$ cat config.mk
export PLATFORM = sky130hd
export DESIGN_NAME = pie_encoder
export DESIGN_NICKNAME = d
export VERILOG_FILES = /design/src/rtl/pie_pkg.sv /design/src/rtl/pie_seg_gen.sv /design/src/rtl/pie_encoder.sv
export SDC_FILE = /design/constraint.sdc
export NUM_CORES = 1
export LEC_CHECK = 0
export BUFFER_PORTS_ARGS = -buffer_cell sky130_fd_sc_hd__buf_4
export CAP_MARGIN = 10
export CORE_ASPECT_RATIO = 0.75
export CORE_UTILIZATION = 40
export CTS_CLUSTER_SIZE = 16
export DETAILED_ROUTE_END_ITERATION = 8
export PLACE_DENSITY = 0.59
export RECOVER_POWER = 50
export SLEW_MARGIN = 10
export SYNTH_ARGS = -nofsm -noshare
export SYNTH_HDL_FRONTEND = slang
export SYNTH_SLANG_ARGS = --single-unit
$ cat constraint.sdc
create_clock -name clk -period 2.4 [get_ports clk]
set_input_delay 0.12 -clock clk [delete_from_list [all_inputs] [get_ports clk]]
set_output_delay 0.12 -clock clk [all_outputs]
set_load 0.01 [all_outputs]
$ cat src/rtl/pie_pkg.sv
// pie_pkg -- shared definitions for the PIE (pulse-interval encoding) encoder.
//   pie_state_t : encoder frame states
//   PIE_*_DEF   : default timing constants, in sample periods
//   pie_max3    : constant helper used to size the segment counter
package pie_pkg;

    typedef enum logic [2:0] {
        ST_IDLE  = 3'd0,
        ST_DELIM = 3'd1,
        ST_DATA0 = 3'd2,
        ST_RTCAL = 3'd3,
        ST_TRCAL = 3'd4,
        ST_DATA  = 3'd5
    } pie_state_t;

    localparam int PIE_PW_DEF    = 4;   // low-pulse width closing every symbol
    localparam int PIE_TARI_DEF  = 8;   // data-0 symbol length
    localparam int PIE_DATA1_DEF = 14;  // data-1 symbol length
    localparam int PIE_DELIM_DEF = 4;   // all-low delimiter length
    localparam int PIE_TRCAL_DEF = 40;  // TRcal symbol length

    function automatic int pie_max3(input int a, input int b, input int c);
        int m;
        m = (a > b) ? a : b;
        return (m > c) ? m : c;
    endfunction

endpackage

$ cat src/rtl/pie_seg_gen.sv
// pie_seg_gen -- one PIE segment: high for len-PW samples, then low for PW
// samples (or low for the whole segment when all_low is set).
//   clk, rst  : clock, synchronous active-high reset
//   clr       : restart the segment at sample 0 (new frame)
//   stb       : advance one sample
//   all_low   : segment is a delimiter (no high part)
//   len       : segment length in samples, held stable for the segment
//   level     : waveform level of the current sample
//   last      : current sample is the final one of the segment
module pie_seg_gen #(
    parameter int CW = 6,
    parameter int PW = 4
) (
    input  logic          clk,
    input  logic          rst,
    input  logic          clr,
    input  logic          stb,
    input  logic          all_low,
    input  logic [CW-1:0] len,
    output logic          level,
    output logic          last
);

    localparam logic [CW-1:0] PW_W = CW'(PW);
    localparam logic [CW-1:0] ONE  = CW'(1);

    logic [CW-1:0] cnt;

    assign last  = (cnt == len - ONE);
    // The closing low pulse occupies the final PW samples of the segment.
    assign level = !all_low && (cnt < len - PW_W);

    // Counter self-wraps on the last sample so the next segment starts at 0
    // without any help from the controller.
    always_ff @(posedge clk) begin
        if (rst || clr)
            cnt <= '0;
        else if (stb)
            cnt <= last ? '0 : cnt + ONE;
    end

endmodule

$ cat src/rtl/pie_encoder.sv
// pie_encoder -- frames a bit stream as a PIE waveform:
//   delimiter, data-0, RTcal, optional TRcal, then one symbol per payload bit.
//   clk, rst     : clock, synchronous active-high reset
//   smp_stb      : one output sample is produced per strobe cycle
//   start        : frame request (ignored while busy)
//   preamble     : 1 = Query preamble (with TRcal), 0 = frame-sync; taken with start
//   in_bit/in_last/in_vld, in_rdy : payload handshake into a one-entry buffer
//   out_pie      : registered waveform, 1 = carrier on
//   busy         : frame in progress
//   done / err   : one-cycle pulses for normal end and for underrun
module pie_encoder
    import pie_pkg::*;
#(
    parameter int PW    = PIE_PW_DEF,
    parameter int TARI  = PIE_TARI_DEF,
    parameter int DATA1 = PIE_DATA1_DEF,
    parameter int DELIM = PIE_DELIM_DEF,
    parameter int TRCAL = PIE_TRCAL_DEF
) (
    input  logic clk,
    input  logic rst,
    input  logic smp_stb,
    input  logic start,
    input  logic preamble,
    input  logic in_bit,
    input  logic in_last,
    input  logic in_vld,
    output logic in_rdy,
    output logic out_pie,
    output logic busy,
    output logic done,
    output logic err
);

    localparam int RTCAL = TARI + DATA1;
    localparam int CW    = $clog2(pie_max3(DATA1, TRCAL, RTCAL) + 1);

    localparam logic [CW-1:0] L_DELIM = CW'(DELIM);
    localparam logic [CW-1:0] L_TARI  = CW'(TARI);
    localparam logic [CW-1:0] L_DATA1 = CW'(DATA1);
    localparam logic [CW-1:0] L_RTCAL = CW'(RTCAL);
    localparam logic [CW-1:0] L_TRCAL = CW'(TRCAL);

    // Timing ratios, in integer form: 1.5*TARI <= DATA1 <= 2*TARI and
    // 1.1*RTCAL <= TRCAL <= 3*RTCAL.
    generate
        if (!(PW < TARI) ||
            (2 * DATA1 < 3 * TARI) || (DATA1 > 2 * TARI) ||
            (10 * TRCAL < 11 * RTCAL) || (TRCAL > 3 * RTCAL)) begin : g_bad_timing
            $error("pie_encoder: illegal PIE timing parameters");
        end
    endgenerate

    pie_state_t    state, state_nxt;
    logic          preamble_q;
    logic          buf_full, buf_bit, last_acc, cur_bit;
    logic [CW-1:0] seg_len;
    logic          all_low, seg_level, seg_last;
    logic          start_acc, seg_stb, seg_end, xfer;
    logic          decide, pop, fin_done, fin_err;

    assign start_acc = (state == ST_IDLE) && start;
    assign seg_stb   = smp_stb && (state != ST_IDLE);
    assign seg_end   = seg_stb && seg_last;
    assign xfer      = in_vld && in_rdy;

    pie_seg_gen #(
        .CW (CW),
        .PW (PW)
    ) u_seg (
        .clk     (clk),
        .rst     (rst),
        .clr     (start_acc),
        .stb     (seg_stb),
        .all_low (all_low),
        .len     (seg_len),
        .level   (seg_level),
        .last    (seg_last)
    );

    // ---------------- state register ----------------
    always_ff @(posedge clk) begin
        if (rst)
            state <= ST_IDLE;
        else
            state <= state_nxt;
    end

    // ---------------- next state ----------------
    // RTcal, TRcal and data symbols all end at a decision point: continue
    // with the buffered bit, finish cleanly, or flag an underrun.
    always_comb begin
        state_nxt = state;
        decide    = 1'b0;
        pop       = 1'b0;
        fin_done  = 1'b0;
        fin_err   = 1'b0;
        unique case (state)
            ST_IDLE:  if (start) state_nxt = ST_DELIM;
            ST_DELIM: if (seg_end) state_nxt = ST_DATA0;
            ST_DATA0: if (seg_end) state_nxt = ST_RTCAL;
            ST_RTCAL: begin
                if (seg_end) begin
                    if (preamble_q) state_nxt = ST_TRCAL;
                    else            decide    = 1'b1;
                end
            end
            ST_TRCAL: if (seg_end) decide = 1'b1;
            ST_DATA:  if (seg_end) decide = 1'b1;
            default:  state_nxt = ST_IDLE;
        endcase

        if (decide) begin
            if (buf_full) begin
                state_nxt = ST_DATA;
                pop       = 1'b1;
            end else if (last_acc) begin
                state_nxt = ST_IDLE;
                fin_done  = 1'b1;
            end else begin
                state_nxt = ST_IDLE;
                fin_err   = 1'b1;
            end
        end
    end

    // ---------------- outputs ----------------
    always_comb begin
        seg_len = L_TARI;
        all_low = 1'b0;
        unique case (state)
            ST_DELIM: begin seg_len = L_DELIM; all_low = 1'b1; end
            ST_DATA0: seg_len = L_TARI;
            ST_RTCAL: seg_len = L_RTCAL;
            ST_TRCAL: seg_len = L_TRCAL;
            ST_DATA:  seg_len = cur_bit ? L_DATA1 : L_TARI;
            default:  seg_len = L_TARI;
        endcase
        busy   = (state != ST_IDLE);
        in_rdy = busy && !buf_full && !last_acc;
    end

    // ---------------- datapath ----------------
    always_ff @(posedge clk) begin
        if (rst) begin
            out_pie    <= 1'b1;
            done       <= 1'b0;
            err        <= 1'b0;
            preamble_q <= 1'b0;
            buf_full   <= 1'b0;
            buf_bit    <= 1'b0;
            last_acc   <= 1'b0;
            cur_bit    <= 1'b0;
        end else begin
            done <= fin_done;
            err  <= fin_err;

            // The waveform only moves on strobes; idle (including the start
            // acceptance cycle) drives carrier-on.
            if (smp_stb)
                out_pie <= (state == ST_IDLE) ? 1'b1 : seg_level;

            if (start_acc)
                preamble_q <= preamble;

            if (pop)
                cur_bit <= buf_bit;

            // in_rdy requires an empty buffer and pop requires a full one, so
            // a transfer and a pop never collide; the pop reads the old entry.
            if (start_acc || fin_err) begin
                buf_full <= 1'b0;
                last_acc <= 1'b0;
            end else if (xfer) begin
                buf_full <= 1'b1;
                buf_bit  <= in_bit;
                if (in_last)
                    last_acc <= 1'b1;
            end else if (pop) begin
                buf_full <= 1'b0;
            end
        end
    end

endmodule

# == Word-level counts from Yosys, hierarchy flattened ==
# Cells that the tools add are included.
# word_totals
ff_bits,17
input_bits,8
output_inout_bits,5
# classes
add_sub_neg,3
magnitude_cmp,1
eq_ne,12
mux,25
n_bitwise,2
reduce_logical,21
# op_table
cell,n
$mux 3,8
$pmux 6 s4,1
$ne 3x3->1 const B,5
$pmux 3 s5,1
$mux 1,13
$logic_and 1x1->1,7
$add 6x1->6 const B,1
$eq 3x2->1 const B,2
$eq 3x3->1 const B,2
$eq 6x6->1,1
$lt 6x6->1,1
$mux 6,1
$reduce_and 6->1,1
$sub 6x1->6 const B,1
$sub 6x3->6 const B,1
$reduce_and 2->1,2
$reduce_or 2->1,2
$eq 3x1->1 const B,1
$logic_not 1->1,3
$logic_not 3->1,1
$reduce_bool 3->1,1
$reduce_or 3->1,1
$logic_or 1x1->1,2
$ne 2x1->1 const B,1
other kinds (3),4

# == Longest topological paths before layout ==
# depth
depth_word,11
depth_mapped,13

# == Cells and area by module ==
# From an unflattened synthesis, not the netlist that was laid out.
# hier_totals
hier_cells,147
area_unflattened_um2,1229.9
# by_module_without_submodules
module,n_inst,cells_per_inst,area_per_inst_um2,seq_area_each_um2
pie_seg_gen,1,73,619.3,120.1
pie_encoder,1,74,610.6,220.2

# == Worst setup path before layout ==
# OpenSTA, ideal clock, no wires.
# synth_timing
path_type,register -> register
startpoint,register state[2]
endpoint,register done
setup_ps,87
arrival_ps,2280
t_required_ps,2313
slack_ps,32
stages_incl_launch_ff,12
n_path_buf,1
period_less_slack_ps,2368
path_cell_list,dfxtp_1 > buf_4 > nor2b_1 > nand2_1 > o21ai_0 > nand2_1 > ha_1 > xnor2_1 > nor3_2 > nand4b_4 > or3_1 > nor4b_2
# synth_via
elab_chain_len,9
word_cells_on_any_way,16
classes_between,1 x add/sub; 5 x eq/ne; 4 x mux; 1 x bitwise; 5 x reduce/logical
# synth_rtl
element,line,source
"start, declared",pie_encoder.sv:54,"pie_state_t state, state_nxt;"
"start signal, assigned",pie_encoder.sv:86,state <= state_nxt;
"$eq 3x3->1, or another cell as far along","pie_encoder.sv:98, pie_encoder.sv:131",
$pmux 6 s4,pie_encoder.sv:131,unique case (state)
$sub 6x1->6,pie_seg_gen.sv:29,assign last = (cnt == len - ONE);
$eq 6x6->1,pie_seg_gen.sv:29,
$logic_and 1x1->1,pie_encoder.sv:64,assign seg_end = seg_stb && seg_last;
$mux 1 (on tied branches),"pie_encoder.sv:108, pie_encoder.sv:109, pie_encoder.sv:103",
$pmux 1 s2 (*),pie_encoder.sv:98,unique case (state)
$not 1->1 (no line) (*),-,
$reduce_or 3->1 (no line) (*),-,
"end signal, assigned",pie_encoder.sv:155,done <= fin_done;
"end, declared",pie_encoder.sv:31,"output logic done,"
# Mark *: on every way between the ends. The rest lies on a longest branch, timed or not.
# A chain may end at the register's enable or synchronous reset.

# == Worst setup path in the final report ==
# layout_timing
startpoint,register state[1]
endpoint,register done
# Same word-level chain as after synthesis.

==> summary.md <==
| Metric | Value |
|---|---|
| Run status | finished clean |
| Number of non-filler instances in the completed layout | 190 |
| Routed vias/inst | 5.18 |
| Number of endpoints with negative hold slack in the final report | 0 |
| Cell-internal power | 448 uW |
| Share of the yosys chip area belonging to registers | 0.296 |
| Routed via count | 985 |
| Weighted congestion reported at the end of routability-driven placement | 0.801 |
| Final total negative setup slack | 0 ns |
| Routed wire length | 2570 um |
| Flop pwr share | 0.485 |
| Worst Path Required | 2.58 ns |
| Root cell of the clock tree | clkbuf_8 |
| Min Hold Slack | 0.103 ns |
| List of cells traversed by the critical path | nor2b_4 > nand2_1 > o21ai_2 > nand2_2 > ha_4 > xnor2_2 > nor3_4 > nand4b_4 > or3_4 > nor4b_2 |
| Tightest Hold Check Type | in2reg |
| Synth Register Bits | 17 |
| Crit share post-route | 0.940 |
| Endpoint class of the critical path | flip-flop |
| Die ar. | 0.00310 mm^2 |
| Count of final setup violators | 0 |
| Core ar. | 0.00266 mm^2 |
| Floorplan die height | 48.4 um |
| Kind of launch point of the worst setup path | flip-flop |
| Largest incremental delay on the critical path | 0.44 ns |
| Arrival time at the worst endpoint | 2.44 ns |
| Switching power summed over all nets | 162 uW |
| Growth of design area from synthesis to finish | 27.3% |
| Yosys synthesis warning count | 0 |
| Top post-synthesis cells by area | dfxtp_1, ha_1, xnor2_1 |
| Number of cells on the critical path | 10 |
| Clk_skew | 0.00626 ns |
| Worst skew pair latency | 0.26 ns |
| Number of nets in the synthesized netlist | 150 |
| Combined global-route utilization of all metal layers | 0.169 |
| Number of global-route vias before repair | 872 |
| Total clock buffers created by CTS | 3 |
| Average wire per cell in the routed design | 13.5 um |
| Worst VDD drop | 0.399 mV |
| Maximum number of pins on one net before global-route repair | 14 |
| Switching Fraction | 0.266 |
| Final standard cell utilization of the core | 0.550 |
| Maxcap violations | 0 |
| Number of nets in the layout | 172 |
| Starting density of the core | 0.432 |
| Remaining global-route overflow | 0 |
| Number of placed I/O pins | 13 |
| Count of TritonRoute iterations in the first routing pass | 4 |
| Iteration-0 DRC count of the detailed router | 29 |
| Synth top area share | 0.296 |
| Horizontal die dimension | 63.9 um |
| Antenna Violating Nets Remaining | 0 |
| Number of instances in the synthesized netlist | 133 |
| Leak pwr | 0.000578 uW |
| Average size of a mapped cell | 8.65 um^2 |
| Crit path time final | 2.26 ns |
| Number of buffers added to fix hold violations after cts | 0 |
| Total power after layout | 610 uW |
| First-pass GRT wire length | 4070 um |
| Slew HR | 0.621 |
| Bufs on Longest Clock Path | 2 |
| Maximum fanout along the worst path | 7 |
| RSZ-0062 raised after global routing | no |
| Synth unique cells | 42 |
| Final-report max-slew violation count | 0 |
| Placed cell count | 181 |
| Power per cell area | 417 mW/mm^2 |
| CTS sink cnt | 17 |
| Total half-perimeter wirelength after legalization and detailed placement | 1800 um |
| TritonCTS clock tree | built |
| Post-synthesis instance area | 0.00115 mm^2 |
| ANT cells | 0 |
| Kind of critical path | reg2reg |
| Transition at the pin with the smallest max-transition slack | 0.559 ns |
| DRC violations left | 0 |
| Cell count of the worst hold path | 2 |
| Combinational share of power | 0.152 |
| Maximum level of the CTS H-tree | 1 |
| Rows | 16 |
| Standard cell with the maximum stage delay on the critical path | or3_4 |
| Initial antenna violation count | 0 |
| Achievable frequency | 443 MHz |
| # port buffers | 12 |
| Critical path buffers and inverters | 0 |
| Reg2reg path depth | 10 |
| Cell type group with the largest total delay on the critical path | simple AND/OR/NAND/NOR gates |
| Clock share of power | 0.363 |
| Clock slew at reported path FFs | 0.07 ns |
| Post-synthesis cell type with the largest combined area | dfxtp_1 |
| Layout cells sized above 1 | 0.292 |
Yosys cell counts:
cell type	instances
buf_1	1
ha_1	9
nand4b_1	2
nand3_1	5
nand4b_4	1
nand3b_2	1
buf_4	2
or3b_4	1
a21oi_1	5
o21a_1	4
buf_6	1
nor3_2	3
o211ai_2	1
nor4_1	1
nor2b_1	3
a211oi_1	1
nor2_1	14
clkbuf_1	1
or3_1	2
mux2i_1	1
o21ai_0	8
and2_1	1
inv_1	7
nor4b_2	2
o311a_1	1
xor2_1	3
xnor2_2	1
o211ai_1	1
o21bai_1	1
a31oi_1	1
nor4b_1	1
xnor2_1	8
o311ai_1	1
o21ai_1	1
inv_2	1
dfxtp_1	17
nand2_1	11
nor3_1	4
nor3b_1	1
or3b_1	1
nand3b_1	1
nand4bb_1	1
repair_timing:
action,CTS,global route
pin swaps,0,5
endpoints found under the hold margin,0,0
cloned,0,1
setup buffers,0,4
gates resized for setup,1,23
setup endpoints to repair,1,9
per-layer routing:
layer | share of wire | GRT usage
met1 | 0.55 | 0.249
met2 | 0.41 | 0.241
met3 | 0.033 | 0.0495
met4 | 0.0043 | 0.0341
met5 | 0 | 0
per-stage QoR:
stage          instance area [um^2]  setup WS (ns)
2_1_floorplan                  1150         0.0325
3_3_place_gp                   1290         0.0873
3_5_place_dp                   1290         0.0273
4_1_cts                        1350         0.0671
5_1_grt                        1460         0.0116
6_report                       1460          0.144
worst reg2reg max path, stage by stage, from the launching register on:
cell and delay, ns:
dfxtp_4 0.37, nor2b_4 0.12, nand2_1 0.07, o21ai_2 0.06
nand2_2 0.09, ha_4 0.23, xnor2_2 0.14, nor3_4 0.25
nand4b_4 0.20, or3_4 0.44, nor4b_2 0.23
final cells by class:
cell class	instances	area (um^2)
inverters	8	30.0
clock inverters	1	7.51
repair buffers	21	143
clock buffers	3	41.3
fillers	241	1200
well taps	36	45.0
flip-flops and latches	17	348
multi-input cells	104	850
final timing paths:
| kind | start | to | slack [ns] |
|---|---|---|---|
| hold reg to reg | buf_bit$_SDFFE_PP0P_ | buf_bit$_SDFFE_PP0P_ | 0.49 |
| setup / recovery | state[1]$_SDFFE_PP0P_ | done$_SDFF_PP0_ | 0.14 |
| setup reg to reg | state[1]$_SDFFE_PP0P_ | done$_SDFF_PP0_ | 0.14 |
| hold / removal | rst | preamble_q$_SDFFE_PP0P_ | 0.10 |
placed cells by master, fill, tap and decap left out, types with 2 or more instances in the layout:
| cell | synthesis | final |
|---|---|---|
| buf_4 | 2 | 15 |
| nor2_1 | 14 | 14 |
| dfxtp_1 | 17 | 13 |
| nand2_1 | 11 | 9 |
| inv_1 | 7 | 8 |
| ha_1 | 9 | 8 |
| xnor2_1 | 8 | 6 |
| o21ai_0 | 8 | 6 |
| a21oi_1 | 5 | 5 |
| nand3_1 | 5 | 5 |
| clkbuf_1 | 1 | 5 |
| o21a_1 | 4 | 4 |
| nor3_1 | 4 | 3 |
| xor2_1 | 3 | 3 |
| clkbuf_8 | 0 | 3 |
| dfxtp_2 | 0 | 3 |
| nand2_2 | 0 | 2 |
| o21ai_1 | 1 | 2 |
| nand4b_1 | 2 | 2 |
| xnor2_2 | 1 | 2 |
| nor3_4 | 0 | 2 |
| nor3_2 | 3 | 2 |
flip-flops by register name, indices dropped and copies added (netlist names):
name	flops
u_seg.cnt	6
state	3
buf_bit	1
buf_full	1
cur_bit	1
done	1
err	1
last_acc	1
out_pie	1
preamble_q	1
cell families after synthesis:
group / share of synthesized area
XOR/XNOR: 0.0979
buffers and inverters: 0.0555
flip-flops: 0.296
AND/OR/NAND/NOR: 0.305
multiplexers: 0.00871
AO/OA/AOI/OAI: 0.139
adder cells (fa/ha/maj): 0.0979
power by group through the flow:
stage	sequential, uW	clock [uW]	combinational [uW]
2_1_floorplan	298	0	57.8
5_1_grt	297	245	102
6_report	296	221	92.8
3_3_place_gp	302	0	80.2
4_1_cts	296	227	84.6
3_5_place_dp	302	0	81.7
Power figures use the tool's default switching activity.
